$ cat config.mk
export PLATFORM = sky130hd
export DESIGN_NAME = onewire_txn_arbiter
export DESIGN_NICKNAME = d
export VERILOG_FILES = /design/src/rtl/onewire_txn_arbiter.sv
export SDC_FILE = /design/constraint.sdc
export NUM_CORES = 1
export LEC_CHECK = 0
export CAP_MARGIN = 20
export CORE_MARGIN = 2
export CORE_UTILIZATION = 45
export DETAILED_ROUTE_END_ITERATION = 10
export MAX_ROUTING_LAYER = met4
export PLACE_DENSITY_LB_ADDON = 0.08
export SLEW_MARGIN = 25
export SYNTH_ARGS = -nofsm -noshare
export SYNTH_HDL_FRONTEND = slang
export SYNTH_SLANG_ARGS = --single-unit
$ cat constraint.sdc
create_clock -name clk -period 2.45 [get_ports clk]
set_clock_uncertainty 0.2 [all_clocks]
set_input_delay 0.735 -clock clk [delete_from_list [all_inputs] [get_ports clk]]
set_output_delay 0.735 -clock clk [all_outputs]
set_load 0.05 [all_outputs]
$ cat src/rtl/onewire_txn_arbiter.sv
// Two-requester arbiter that runs one 1-Wire transaction at a time:
// bus reset, command byte, up to four read bytes, then a single response.
//
// state | meaning
// IDLE  | waiting for a request; round-robin grant on entry to RST
// RST   | bus reset primitive running, waiting for reset_done
// WR    | write primitive sending the latched command byte
// RD    | read primitive fetching the next response byte
// GAP   | one idle cycle so the previous primitive drops its done
// RESP  | response presented until rsp_valid & rsp_ready
module onewire_txn_arbiter #(
    parameter int TIMEOUT = 30000
) (
    input  logic        clk,
    input  logic        rst,
    input  logic        req0_valid,
    input  logic        req1_valid,
    output logic        req0_ready,
    output logic        req1_ready,
    input  logic [7:0]  req0_cmd,
    input  logic [7:0]  req1_cmd,
    input  logic [2:0]  req0_rd_len,
    input  logic [2:0]  req1_rd_len,
    output logic        rsp_valid,
    input  logic        rsp_ready,
    output logic        rsp_id,
    output logic [1:0]  rsp_status,
    output logic [31:0] rsp_data,
    output logic        bus_reset_en,
    input  logic        bus_reset_done,
    input  logic        bus_presence,
    output logic        bus_wr_en,
    output logic [7:0]  bus_wr_byte,
    input  logic        bus_wr_done,
    output logic        bus_rd_en,
    input  logic [7:0]  bus_rd_byte,
    input  logic        bus_rd_done,
    output logic        busy
);

    localparam int             WDW      = $clog2(TIMEOUT + 1);
    localparam logic [WDW-1:0] WD_LIMIT = WDW'(TIMEOUT);

    localparam logic [1:0] ST_OK      = 2'b00;
    localparam logic [1:0] ST_NOPRES  = 2'b01;
    localparam logic [1:0] ST_TIMEOUT = 2'b10;

    typedef enum logic [2:0] {IDLE, RST, WR, RD, GAP, RESP} state_t;

    state_t         state_q;
    state_t         after_gap_q;
    logic           last_q;
    logic           id_q;
    logic [7:0]     cmd_q;
    logic [2:0]     rem_q;
    logic [1:0]     idx_q;
    logic [WDW-1:0] wdog_q;
    logic [1:0]     status_q;
    logic [31:0]    data_q;
    logic           rsp_valid_q;
    logic           rdy0_q;
    logic           rdy1_q;
    logic           rst_en_q;
    logic           wr_en_q;
    logic           rd_en_q;

    logic           grant1_d;
    logic [2:0]     len_raw_d;
    logic [2:0]     len_d;
    logic [7:0]     cmd_d;
    logic [WDW-1:0] wdog_d;
    logic           wdog_hit_d;

    // last_q names the requester granted most recently; the other wins a tie
    assign grant1_d   = req1_valid & (~req0_valid | ~last_q);
    assign len_raw_d  = grant1_d ? req1_rd_len : req0_rd_len;
    assign len_d      = (len_raw_d > 3'd4) ? 3'd4 : len_raw_d;
    assign cmd_d      = grant1_d ? req1_cmd : req0_cmd;
    assign wdog_d     = wdog_q + 1'b1;
    assign wdog_hit_d = (wdog_d == WD_LIMIT);

    always_ff @(posedge clk) begin
        if (rst) begin
            state_q     <= IDLE;
            after_gap_q <= IDLE;
            last_q      <= 1'b1;
            id_q        <= 1'b0;
            cmd_q       <= '0;
            rem_q       <= '0;
            idx_q       <= '0;
            wdog_q      <= '0;
            status_q    <= ST_OK;
            data_q      <= '0;
            rsp_valid_q <= 1'b0;
            rdy0_q      <= 1'b0;
            rdy1_q      <= 1'b0;
            rst_en_q    <= 1'b0;
            wr_en_q     <= 1'b0;
            rd_en_q     <= 1'b0;
        end else begin
            rdy0_q <= 1'b0;
            rdy1_q <= 1'b0;
            case (state_q)
                IDLE: begin
                    if (req0_valid | req1_valid) begin
                        rdy0_q   <= ~grant1_d;
                        rdy1_q   <= grant1_d;
                        id_q     <= grant1_d;
                        cmd_q    <= cmd_d;
                        rem_q    <= len_d;
                        idx_q    <= '0;
                        data_q   <= '0;
                        status_q <= ST_OK;
                        wdog_q   <= '0;
                        rst_en_q <= 1'b1;
                        state_q  <= RST;
                    end
                end
                RST: begin
                    if (bus_reset_done) begin
                        rst_en_q <= 1'b0;
                        if (bus_presence) begin
                            after_gap_q <= WR;
                            state_q     <= GAP;
                        end else begin
                            status_q    <= ST_NOPRES;
                            rsp_valid_q <= 1'b1;
                            state_q     <= RESP;
                        end
                    end else if (wdog_hit_d) begin
                        rst_en_q    <= 1'b0;
                        status_q    <= ST_TIMEOUT;
                        rsp_valid_q <= 1'b1;
                        state_q     <= RESP;
                    end else begin
                        wdog_q <= wdog_d;
                    end
                end
                WR: begin
                    if (bus_wr_done) begin
                        wr_en_q <= 1'b0;
                        if (rem_q != 3'd0) begin
                            after_gap_q <= RD;
                            state_q     <= GAP;
                        end else begin
                            status_q    <= ST_OK;
                            rsp_valid_q <= 1'b1;
                            state_q     <= RESP;
                        end
                    end else if (wdog_hit_d) begin
                        wr_en_q     <= 1'b0;
                        status_q    <= ST_TIMEOUT;
                        rsp_valid_q <= 1'b1;
                        state_q     <= RESP;
                    end else begin
                        wdog_q <= wdog_d;
                    end
                end
                RD: begin
                    if (bus_rd_done) begin
                        rd_en_q <= 1'b0;
                        for (int k = 0; k < 4; k++) begin
                            if (idx_q == 2'(k)) data_q[8*k +: 8] <= bus_rd_byte;
                        end
                        idx_q <= idx_q + 1'b1;
                        rem_q <= rem_q - 1'b1;
                        if (rem_q == 3'd1) begin
                            status_q    <= ST_OK;
                            rsp_valid_q <= 1'b1;
                            state_q     <= RESP;
                        end else begin
                            after_gap_q <= RD;
                            state_q     <= GAP;
                        end
                    end else if (wdog_hit_d) begin
                        rd_en_q     <= 1'b0;
                        status_q    <= ST_TIMEOUT;
                        rsp_valid_q <= 1'b1;
                        state_q     <= RESP;
                    end else begin
                        wdog_q <= wdog_d;
                    end
                end
                GAP: begin
                    wdog_q  <= '0;
                    state_q <= after_gap_q;
                    if (after_gap_q == WR) wr_en_q <= 1'b1;
                    else                   rd_en_q <= 1'b1;
                end
                RESP: begin
                    if (rsp_ready) begin
                        rsp_valid_q <= 1'b0;
                        last_q      <= id_q;
                        state_q     <= IDLE;
                    end
                end
                default: state_q <= IDLE;
            endcase
        end
    end

    assign req0_ready   = rdy0_q;
    assign req1_ready   = rdy1_q;
    assign rsp_valid    = rsp_valid_q;
    assign rsp_id       = id_q;
    assign rsp_status   = status_q;
    assign rsp_data     = data_q;
    assign bus_reset_en = rst_en_q;
    assign bus_wr_en    = wr_en_q;
    assign bus_wr_byte  = cmd_q;
    assign bus_rd_en    = rd_en_q;
    assign busy         = (state_q != IDLE);

endmodule

==> results.py <==
metrics = {
    "worst_setup_path": {
        "worstSetupStartpointType": "primary input",
        "setup.reg_to_reg.worst_slack_ps": -30,
        "crit_path_end_kind": "flip-flop",
        "last_element_of_the_critical_path": "wdog_q[12]",
        "critical_path_arrival_ps": 2540,
        "critPathKind": "in -> reg",
        "r2r_end": "bus_wr_en",
        "ff2ff_path_depth": 9,
        "worstPathRequired_ps": 2510,
        "worst-path-max-fanout": 8,
        "worstReg2RegStart": "wdog_q[1]",
        "cp-startpoint": "bus_rd_done",
    },
    "cells_and_area": {
        "synthesis_to_layout_area_growth_pct": 44.9,
        "non_filler_cell_area_final_mm2": 0.00530,
        "antenna_cells_inserted": 0,
        "layout.core_utilization": 0.679,
        "number_of_cells_in_the_finished_layout_apart_from_fillers": 660,
        "fin_nets": 600,
        "fillers": 642,
        "drive_gt1_frac": 0.240,
    },
    "pwr": {
        "power.ir.vdd_worst_v": 0.000324,
        "internal_power_uw": 1960,
        "net-switching-power_uw": 823,
        "netSwitchingFraction": 0.296,
        "combPwrFrac": 0.196,
        "pwr_density_cell_mw_per_mm2": 525,
        "power.sequential.fraction": 0.458,
        "power.static_leakage_uw": 0.00237,
        "clock_power_share": 0.347,
    },
    "placement": {
        "finalWeightedCongestion": 0.983,
        "place_hpwl_um": 7780,
        "dp.cells": 636,
        "io_buffer_count": 88,
        "dpl_cell_area_mm2": 0.00487,
    },
    "floorplan": {
        "die_x_um": 94.2,
        "initial_standard_cell_utilization_of_the_core": 0.469,
        "die_height_um": 94.2,
        "ios": 89,
        "fp.dieArea_mm2": 0.00887,
        "floorplan.rows": 32,
        "placeableCoreArea_mm2": 0.00781,
    },
    "synth": {
        "synth_simple_gate_area_frac": 0.212,
        "synth_top_cells_by_count": "sky130_fd_sc_hd__dfxtp_1 (75), sky130_fd_sc_hd__nor2_1 (58), sky130_fd_sc_hd__a22oi_1 (34)",
        "synthesis.nets": 473,
        "synth-compound-area-share": 0.240,
        "netlist_area_mm2": 0.00366,
        "synth_area_leaders": "sky130_fd_sc_hd__dfxtp_1 (41%), sky130_fd_sc_hd__a22oi_1 (7.0%), sky130_fd_sc_hd__nor2_1 (5.9%), sky130_fd_sc_hd__mux2i_1 (3.8%), sky130_fd_sc_hd__ha_1 (2.7%)",
        "combinational_family_with_the_most_area_after_synthesis": "compound AO/OA/AOI/OAI gates",
        "postSynthRegisterBits": 75,
        "synth_cell_type_count": 63,
        "number_of_enable_type_register_cells_in_the_synthesized_netlist": 0,
        "yosys.area.top_type": "sky130_fd_sc_hd__dfxtp_1",
        "synthArstFlopShare": 0,
        "synthesis.instances": 426,
        "synth_xor_area_frac": 0.00478,
        "yosys_warnings": 0,
        "postSynthAreaPerCell_um2": 8.59,
        "synth_top_area_frac": 0.410,
        "synth-adder-area-share": 0.0273,
        "yosysMostFrequentCell": "sky130_fd_sc_hd__dfxtp_1",
        "synth.yosys.seq_area_share": 0.410,
        "most_common_flop_cell_mapped_by_yosys": "sky130_fd_sc_hd__dfxtp_1",
        "yosys-mux-area-fraction": 0.0567,
    },
    "timing": {
        "finalSetupTns_ps": -57.3,
        "timing.hold.ws_ps": 299,
        "report.final.hold_viol_count": 0,
        "timing_max_transition_violations_final": 0,
        "slew-limit-headroom": 0.587,
        "tightestPinTransition_ps": 615,
        "final.min_clock_period_ps": 2480,
        "rsz0062_at_grt": "yes",
        "layout_setup_ws_ps": -29.9,
        "timing.final.setup_violations": 2,
        "post-route-period-util": 1.01,
        "fmax_mhz": 403,
    },
    "status": {
        "violations": "negative setup slack",
        "run_status": "finished with violations",
    },
    "route": {
        "vias_per_cell": 5.76,
        "antenna_violating_nets_post_route": 0,
        "remaining_drc_errors": 0,
        "final_wirelength_um": 10800,
        "drt_first_iter_violations": 227,
        "avgRoutedWirePerCell_um": 16.3,
        "detailroute.via_count": 3799,
        "dr.pass1.iters": 4,
    },
    "grt": {
        "antenna_violations_before_repair": 0,
        "grt_overflow": 0,
        "gr-usage-all-layers": 0.240,
        "grt_max_degree": 35,
        "grt_first_pass_wirelength_um": 16400,
        "grt_pass1_vias": 3381,
    },
    "clock_tree": {
        "cts_buf_count": 9,
        "postCtsHoldBufs": 0,
        "ctsHtreeMaxLevel": 3,
        "clock_root_cell": "sky130_fd_sc_hd__clkbuf_8",
        "cts_tree": "done",
        "cts_sinks": 75,
        "cts.reportedPaths.clkPinSlew_ps": 90,
        "cts.path.max_buffers": 2,
        "clk-insertion-delay-late_ps": 350,
    },
    "worst_hold_path": {
        "hold_path.class": "reg -> reg",
    },
    "flow_run": {
        "max_cap_violations": 0,
    },
}
-- cell families after synthesis --
kind of cell / after synthesis
flip-flops: 75
buffers and inverters: 43
adder cells (fa/ha/maj): 8
AND/OR/NAND/NOR: 156
XOR/XNOR: 2
AO/OA/AOI/OAI: 122
multiplexers: 20
-- sequential cells by signal, summed over array words and instances, names as in the netlist, 2 cells and up --
register     flops
wdog_q          15
rsp_data        32
state_q          3
after_gap_q      2
rsp_status       2
idx_q            2
rem_q            3
bus_wr_byte      8
-- area by class of cell --
type	count	area, µm²	share of cell area
clock inverter	7	76.3	0.0144
clock buffer	9	124	0.0234
inverter	13	48.8	0.00920
multi-input combinational	308	2090	0.395
tap	102	128	0.0241
sequential	75	1510	0.284
timing repair buffer	146	1330	0.251
-- cell usage in the layout (no fill, tap or decap), drive strengths merged, types with 11 or more instances in the layout --
cell,Yosys,layout
mux2i,14,14
buf,5,80
a21oi,18,18
a22oi,34,34
nand3,16,16
dfxtp,75,75
o21ai,19,19
nand2,22,22
nor2,58,58
inv,13,15
clkdlybuf4s50,0,42
dlymetal6s2s,0,18
a211oi,11,11
-- layer usage --
metal	global-route usage	up-vias	part of all wire
li1	-	1838	-
met1	0.304	1809	0.42
met2	0.381	135	0.49
met3	0.0457	17	0.065
met4	0.0930	0	0.019
met5	-	-	0
-- critical path: stages --
cell,delay [ps]
sky130_fd_sc_hd__clkdlybuf4s50_1,430
sky130_fd_sc_hd__mux2_2,290
sky130_fd_sc_hd__nor2_2,100
sky130_fd_sc_hd__or3_4,190
sky130_fd_sc_hd__nand2_1,80
sky130_fd_sc_hd__or4b_1,520
sky130_fd_sc_hd__a21oi_1,190
-- stage by stage --
stage          total power, µW  worst slack [ps]
5_1_grt                   2900              -104
6_report                  2790             -29.9
2_1_floorplan             1590              24.8
3_5_place_dp              1830              -490
3_3_place_gp              1820              -450
4_1_cts                   2780              1.59
-- how the worst min path moves through the flow --
stage                   start              to  slack [ps]  depth (start not counted)
6_report       bus_wr_byte[0]  bus_wr_byte[0]         300                          2
5_1_grt        bus_wr_byte[4]  bus_wr_byte[4]         320                          2
4_1_cts        bus_wr_byte[3]  bus_wr_byte[3]         300                          2
3_5_place_dp   bus_wr_byte[4]  bus_wr_byte[4]         290                          2
3_3_place_gp           last_q          last_q         280                          2
2_1_floorplan          last_q          last_q         250                          2
-- what timing repair did --
action / CTS / global route
buffers inserted: 1 / 6
pin swaps: 1 / 8
resized for setup: 8 / 52
endpoints found under the setup margin: 15 / 41
gates cloned: 0 / 1
-- power by group through the flow --
| stage | Clock, µW | Sequential, µW | Combinational [µW] |
|---|---|---|---|
| 2_1_floorplan | 0 | 1380 | 207 |
| 3_3_place_gp | 0 | 1300 | 522 |
| 3_5_place_dp | 0 | 1300 | 527 |
| 4_1_cts | 982 | 1270 | 527 |
| 5_1_grt | 1040 | 1280 | 584 |
| 6_report | 965 | 1270 | 545 |
No activity file was read; power rests on OpenSTA's default activity.
